## src/rtl/mmio_slot_arbiter.sv

```systemverilog
// rtl/mmio_slot_arbiter.sv - round-robin two-requester arbiter for one MMIO slot with completion watchdog
module mmio_slot_arbiter #(
    parameter int TIMEOUT_CYCLES = 256
) (
    input  logic        clk,
    input  logic        rst,
    input  logic [1:0]  req_valid,
    input  logic [1:0]  req_write,
    input  logic [7:0]  req_addr,
    input  logic [63:0] req_wdata,
    output logic [1:0]  req_ready,
    output logic [1:0]  rsp_valid,
    input  logic [1:0]  rsp_ready,
    output logic [31:0] rsp_rdata,
    output logic [1:0]  rsp_resp,
    output logic        timeout,
    output logic        busy,
    output logic        chip_select,
    output logic        read,
    output logic        write,
    output logic [3:0]  addr,
    output logic [31:0] wr_data,
    input  logic [31:0] rd_data,
    input  logic        wr_done,
    input  logic        rd_done,
    input  logic        idle,
    input  logic        slave_error,
    input  logic        decode_error
);

    typedef enum logic [1:0] {
        S_IDLE  = 2'd0,
        S_ISSUE = 2'd1,
        S_WAIT  = 2'd2,
        S_RESP  = 2'd3
    } state_t;

    localparam logic [15:0] LP_CNT_LAST = 16'(TIMEOUT_CYCLES - 1);

    state_t      r_state;
    state_t      w_next;
    logic        r_ptr;
    logic        r_owner;
    logic        r_wr;
    logic [3:0]  r_addr;
    logic [31:0] r_wdata;
    logic [15:0] r_cnt;
    logic [31:0] r_rdata;
    logic [1:0]  r_resp;
    logic        r_timeout;

    logic        w_grant;
    logic        w_winner;
    logic        w_complete;
    logic        w_fire;
    logic        w_hs;

    // A tie goes to the pointer side; a lone requester wins regardless of the pointer.
    assign w_winner   = (req_valid == 2'b11) ? r_ptr : req_valid[1];
    assign w_grant    = !rst && (r_state == S_IDLE) && (|req_valid) && idle;
    assign w_complete = decode_error | slave_error | (r_wr ? wr_done : rd_done);
    assign w_fire     = (r_state == S_WAIT) && !w_complete && (r_cnt == LP_CNT_LAST);
    assign w_hs       = (r_state == S_RESP) && rsp_ready[r_owner];

    always_ff @(posedge clk) begin
        if (rst) begin
            r_state <= S_IDLE;
        end else begin
            r_state <= w_next;
        end
    end

    always_comb begin
        w_next = r_state;
        case (r_state)
            S_IDLE:  if (w_grant) w_next = S_ISSUE;
            S_ISSUE: w_next = S_WAIT;
            S_WAIT:  if (w_complete || w_fire) w_next = S_RESP;
            S_RESP:  if (w_hs) w_next = S_IDLE;
            default: w_next = S_IDLE;
        endcase
    end

    always_ff @(posedge clk) begin
        if (rst) begin
            r_ptr     <= 1'b0;
            r_owner   <= 1'b0;
            r_wr      <= 1'b0;
            r_addr    <= 4'd0;
            r_wdata   <= 32'd0;
            r_cnt     <= 16'd0;
            r_rdata   <= 32'd0;
            r_resp    <= 2'b00;
            r_timeout <= 1'b0;
        end else begin
            r_timeout <= w_fire;
            if (w_grant) begin
                r_owner <= w_winner;
                r_ptr   <= ~w_winner;
                r_wr    <= req_write[w_winner];
                r_addr  <= w_winner ? req_addr[7:4] : req_addr[3:0];
                r_wdata <= w_winner ? req_wdata[63:32] : req_wdata[31:0];
            end
            if (r_state == S_WAIT) begin
                r_cnt <= r_cnt + 16'd1;
                if (w_complete) begin
                    r_resp  <= decode_error ? 2'b11 : (slave_error ? 2'b10 : 2'b00);
                    r_rdata <= (!decode_error && !slave_error && !r_wr) ? rd_data : 32'd0;
                end else if (w_fire) begin
                    r_resp  <= 2'b10;
                    r_rdata <= 32'd0;
                end
            end
            if (w_hs) begin
                r_cnt   <= 16'd0;
                r_resp  <= 2'b00;
                r_rdata <= 32'd0;
            end
        end
    end

    always_comb begin
        req_ready   = 2'b00;
        rsp_valid   = 2'b00;
        chip_select = 1'b0;
        read        = 1'b0;
        write       = 1'b0;
        addr        = 4'd0;
        wr_data     = 32'd0;
        busy        = (r_state != S_IDLE);
        case (r_state)
            S_IDLE: begin
                if (w_grant) req_ready[w_winner] = 1'b1;
            end
            S_ISSUE: begin
                chip_select = 1'b1;
                read        = !r_wr;
                write       = r_wr;
                addr        = r_addr;
                wr_data     = r_wdata;
            end
            S_WAIT: begin
                chip_select = 1'b1;
                addr        = r_addr;
                wr_data     = r_wdata;
            end
            S_RESP: begin
                rsp_valid[r_owner] = 1'b1;
            end
            default: ;
        endcase
    end

    assign rsp_rdata = r_rdata;
    assign rsp_resp  = r_resp;
    assign timeout   = r_timeout;

endmodule

```

## config.mk

```make
export PLATFORM = sky130hd
export DESIGN_NAME = mmio_slot_arbiter
export DESIGN_NICKNAME = d
export VERILOG_FILES = /design/src/rtl/mmio_slot_arbiter.sv
export SDC_FILE = /design/constraint.sdc
export NUM_CORES = 1
export LEC_CHECK = 0
export CORE_MARGIN = 2
export CORE_UTILIZATION = 45
export CTS_CLUSTER_DIAMETER = 30
export DETAILED_ROUTE_END_ITERATION = 12
export GPL_ROUTABILITY_DRIVEN = 0
export PLACE_DENSITY = 0.87
export SYNTH_ARGS = -nofsm -noshare
export SYNTH_HDL_FRONTEND = slang
export SYNTH_SLANG_ARGS = --single-unit
```

## constraint.sdc

```tcl
create_clock -name clk -period 3.25 [get_ports clk]
set_input_delay 0.325 -clock clk [delete_from_list [all_inputs] [get_ports clk]]
set_output_delay 0.325 -clock clk [all_outputs]
set_load 0.005 [all_outputs]
```

==> Yosys cells after proc, flatten, opt, wreduce, memory -nomap -nowiden <==
Index checks and enable logic that the tools add are counted.
{ "op_classes": {"addsub": 1, "magnitude_cmp": 4, "eq_ne": 8, "muxes": 31, "bitwise_logic": 3, "reduce_logical": 24} }
{ "ops": {"columns": ["cell", "n"], "rows": [
  ["2-to-1 mux 32 bit", 5],
  ["2-to-1 mux 2 bit", 10],
  ["adder 16 x 1 -> 16 bit (second input constant)", 1],
  ["== test 16 x 8 -> 1 bit (second input constant)", 1],
  ["2-to-1 mux 1 bit", 11],
  ["logical AND 1 bit", 10],
  ["2-to-1 mux 4 bit", 2],
  ["case mux 2 bit (4 select lines)", 1],
  ["== test 2 bit (second input constant)", 3],
  ["OR reduction 2 bit", 3],
  ["logical NOT 1 bit", 5],
  ["< comparator 1 x 2 -> 1 bit (second input constant)", 2],
  ["!= test 2 bit (second input constant)", 2],
  ["nonzero test 2 bit", 2],
  ["AND reduction 3 bit", 1],
  ["demux 1 bit (select 1 bit)", 2],
  ["== test 2 x 1 -> 1 bit (second input constant)", 1],
  ["greater-or-equal comparator 1 bit (second input constant)", 2],
  ["logical NOT 2 bit", 1],
  ["!= test 2 x 1 -> 1 bit (second input constant)", 1],
  ["OR 1 bit", 2],
  ["AND reduction 2 bit", 1],
  ["logical OR 1 bit", 1],
  ["inverter 1 bit", 1]
]} }
{ "totals": {"reg_bits": 92, "inputBits": 117, "out_inout_bits": 79, "elab_cells": 81} }

==> Depth between registers and ports, before layout <==
{ "depth": {"ltp_word": 8, "ltp_mapped": 9, "mapped_depth_nobuf": 7} }

==> Worst setup path after synthesis <==
No wires, ideal clock.
{ "synth_timing": {"kind": "flip-flop to flip-flop", "start": "register r_state[0]", "end": "register r_rdata[26], in the netlist rsp_rdata[26]", "setup_ns": 0.132, "t_arrival_ns": 1.583, "setup_slack_ns": 1.534, "stages_incl_launch_ff": 10, "period_less_slack_ns": 1.716, "cell_sequence": "dfxtp_1 inv_1 ha_1 buf_4 nand2_2 nor3_4 a31oi_2 buf_4 o21ai_0 a21oi_1"} }
{ "synth_via": {"elab_chain_len": 5} }
{ "synth_rtl": {"columns": ["element", "line_no", "rtl"], "rows": [
  ["start, declared", "40", "state_t r_state;"],
  ["start signal, assigned", "69", "r_state <= w_next;"],
  ["== test 2 bit", "62, 104", null],
  ["logical AND 1 bit (2 in a row)", "62", "assign w_fire = (r_state == S_WAIT) && !w_complete && (r_cnt == LP_CNT_LAST);"],
  ["nonzero test 2 bit (no line)", null, null],
  ["AND reduction 2 bit (no line)", null, null],
  ["end signal, assigned", "108", "r_rdata <= (!decode_error && !slave_error && !r_wr) ? rd_data : 32'd0;"],
  ["end, declared", "48", "logic [31:0] r_rdata;"]
]} }
Parallel ways exist; a longest one is shown, timed or not.
A chain may end at the register's enable or synchronous reset.

==> Final worst setup path <==
{ "layout_timing": {"start": "register r_state[0]", "end": "output port wr_data[9]"} }
{ "layout_via": {"elab_chain_len": 3} }
{ "layout_rtl": {"columns": ["element", "line_no", "rtl"], "rows": [
  ["== test 2 bit or == test 2 x 1 -> 1 bit (tied branches)", "131", "case (r_state)"],
  ["OR reduction 2 bit (no line) (*)", null, null],
  ["2-to-1 mux 32 bit (*)", "131", null],
  ["end, declared", "22", "output logic [31:0] wr_data,"]
]} }
Mark *: on every way between the ends. The rest lies on a longest branch, timed or not.

==> metrics list <==
* # H-tree levels: 3
- Before antenna repair, the detailed router went through 4 iterations.
- Sort of element at the start of the critical path: register
- Counting the fill cells in the layout gives 687.
* Maximum fanout along the worst path: 23
- Area fraction of the dominant cell type after synthesis: 0.4399
* Hold Buf Count CTS: 0
* First-pass GRT wire length: 18.26 mm
- Number of max-cap violations: 0
- In the final layout, the share of cells above drive strength 1 is 0.05539.
- Relative slew slack: 0.4117
- Derived from the worst setup path, the maximum achievable clock frequency is 0.3591 GHz.
* Yosys cell types: 39
* DRT iter0 DRCs: 101
- Final Critical Period: 2.785 ns
- Root buffer selected by CTS: sky130_fd_sc_hd__clkbuf_8
- The number of buffers and inverters on the critical path is 3.
- In the final layout, the multi-input gates occupy 2180 µm².
- Post-synth ARST share: 0
- Placeable core region: 9153 µm²
- FP Rows: 35
- The analysis attributes to cell leakage a power of 2.401 nW.
- Total number of vias: 4036
- In this run, synthesis produced a sequential element count of 92.
- Biggest cell delay along the critical path: 0.64 ns
- Full die area: 10090 µm²
- The worst setup path is captured at an output pin.
- The setup path with the least slack is of type register to output pin.
- Setup violations remaining at the end of the flow were counted as 0.
- Sequential cell area: 1842 µm²
- Once layout is complete, the utilization of the core stands at 0.6990.
* Synthesized area divided by synthesized cell count: 8.632 µm²
- Post-detailed-routing wire length: 11.47 mm
- The commonest cells after synthesis are sky130_fd_sc_hd__dfxtp_1, sky130_fd_sc_hd__nor2_1, sky130_fd_sc_hd__nand2_1, sky130_fd_sc_hd__mux2i_1, sky130_fd_sc_hd__and2_1.
* Pin count of the biggest net entering global routing: 45
* Share of the clock period used by the worst path: 0.8570
- The via count of the first global-routing pass is 3948.
- TritonCTS built the clock tree.
- By area the synthesized netlist is led by sky130_fd_sc_hd__dfxtp_1, sky130_fd_sc_hd__mux2i_1, sky130_fd_sc_hd__a211oi_1.
* Number of placed I/O pins: 196
- Min-Delay Path Class: register to register
- In this run the power spent charging and discharging nets is 1.140 mW.
- Across the VDD grid, the largest voltage drop is 0.3853 mV.
- The internal power of the cells totals 2.291 mW.
- Of the total power, the share spent switching nets is 0.3322.
- On the critical path the largest part of the delay comes from buffers and inverters.
* Combinational share of power: 0.388
* Most used standard cell by instance count after synthesis: sky130_fd_sc_hd__dfxtp_1
* RSZ-0062 raised after global routing: no
* Average wire per standard cell: 14.72 µm
* Number of max-slew violations in the final report: 0
- For this run, the total global-route usage over all layers was measured as 0.2266.
* DP HPWL: 8.726 mm
* Count of buffers inserted at the top-level ports: 195
* Maximum buffer depth of the clock tree: 2
- Of the total power, the clock network draws 0.212.
* Hold Fails Final Rpt: 0
* Sequence of cells on the critical path: inv_1 > ha_1 > buf_4 > and2_1 > clkdlybuf4s50_1
* Antenna Diode Count: 0
- Inserted Clock Buffers: 9
- The initial antenna violation count came to 0.
- Clock-pin slew was measured on the worst setup and hold paths at 0.09 ns.
- Synth warnings: 0
- Buffers added to address setup during post-CTS repair amount to 0.
- Counting every instance in the synthesized netlist gives 485.
- Post-synthesis instance area: 4187 µm²
* Initial standard-cell utilization of the core: 0.4574
- Data arrives at the worst endpoint at 2.46 ns.
* Setup TNS: 0 ns
- Slew @ Worst Pin: 0.8815 ns
* Count of nets after finishing: 786
- Measured along the x axis, the die boundary spans 100.5 µm.
- Worst Clk Skew: 0.009882 ns
- Number of sinks driven by the clock tree: 92
- In the synthesized netlist the dominant register cell turns out to be sky130_fd_sc_hd__dfxtp_1.
* Post-synth EDFFs: 0
* Dominant cell type by area after synthesis: sky130_fd_sc_hd__dfxtp_1
- Measured along the y axis, the die boundary spans 100.5 µm.
- Clock Latency Late Sink: 0.36 ns
- In the routed design, unresolved DRC markers number 0.
- The run finished with clean final reports.
- Share of synthesized area occupied by flip-flops and latches: 0.4399
* Remaining antenna violation count: 0
* Total congestion overflow after global routing: 0
* Area growth from synthesis to final layout: 52.81%
- The share of total power dissipated in sequential elements is 0.400.
* Critical path's slowest cell: sky130_fd_sc_hd__ha_1
- STA puts the critical path data required time at 2.92 ns.
* Vias/cell: 5.181
- In this run the power density over the cells is 536.2 nW/µm².
- The number of nets handed over by synthesis was 608.
- Post-CTS repair changed the size of 0 cells.
power by group through the flow:
stage                     registers [mW]  clock network [mW]  logic (mW)
after floorplan                     1.37                   0       0.710
after global placement              1.39                   0        1.31
after detailed placement            1.40                   0        1.34
after CTS                           1.37               0.739        1.35
after global routing                1.39               0.796        1.47
final                               1.37               0.726        1.33
state kept, by name, indices dropped and copies added (netlist names):
name	flops
timeout	1
r_owner	1
r_wr	1
r_state	2
r_cnt	16
r_addr	4
r_ptr	1
r_wdata	32
rsp_resp	2
rsp_rdata	32
layout by cell type (no fill, tap or decap), drive strengths merged, types with 2 or more instances in the layout:
master / instances
nor3b: 2
dfxtp: 92
o21ai: 39
clkdlybuf4s50: 194
a211oi: 38
nor3: 9
clkinvlp: 2
nand4: 2
xnor2: 8
nand3: 6
and3: 2
and2: 39
xor2: 5
mux2i: 40
nand2b: 2
buf: 8
inv: 10
nand2: 42
clkbuf: 12
nor4: 3
ha: 6
a21oi: 37
nor2: 60
through the flow:
stage	total power [mW]	worst slack, ns	instance area [µm²]	cells	hold WS [ns]
finish	3.430	0.4649	6397	779	0.4765
CTS	3.459	0.4226	6386	778	0.4781
global route	3.659	0.3109	6397	779	0.5066
floorplan	2.082	1.534	4187	485	0.4610
detailed placement	2.739	0.6801	6198	762	0.4650
global placement	2.694	0.7585	6198	762	0.4581
cell families after synthesis:
logic type	synth area share
and+or+nand+nor	0.2020
AOI/OAI and AO/OA	0.1692
DFF	0.4399
buffers and inverters	0.04543
muxes	0.09833
xor gates and xnor gates	0.02720
adders and majority gates	0.01793
worst reg2reg max path: cells and delay by family, from the launching register on:
family,cells,cell delay (ns)
AO/OA/AOI/OAI,3,0.52
adder cells (fa/ha/maj),1,0.43
AND/OR/NAND/NOR,2,0.41
buffers and inverters,2,0.38
flip-flops,1,0.35
area by class of cell:
class	count	share of cell area
multi-input combinational	349	0.3407
timing repair buffer	202	0.3151
sequential	92	0.2879
clock buffer	12	0.02425
tap	111	0.02171
inverter	9	0.005281
clock inverter	4	0.005085
path summary, 6_finish.rpt:
kind                                end  cells past startpoint  slack (ns)                  startpoint
max                          wr_data[9]                      5        0.46     r_state[0]$_SDFFE_PP0P_
min reg2reg  rsp_rdata[26]$_SDFFE_PP0P_                      2        0.48  rsp_rdata[26]$_SDFFE_PP0P_
min          rsp_rdata[26]$_SDFFE_PP0P_                      2        0.48  rsp_rdata[26]$_SDFFE_PP0P_
max reg2reg   rsp_rdata[0]$_SDFFE_PP0P_                      8        1.05     r_state[0]$_SDFFE_PP0P_
layer usage:
metal,track usage,routed length (µm),vias up
li1,-,-,2026
met1,0.2749,4750,1820
met5,0,0,-
met2,0.3965,5654,177
met4,0.07165,131,0
met3,0.05409,933,13
Power figures use the tool's default switching activity.
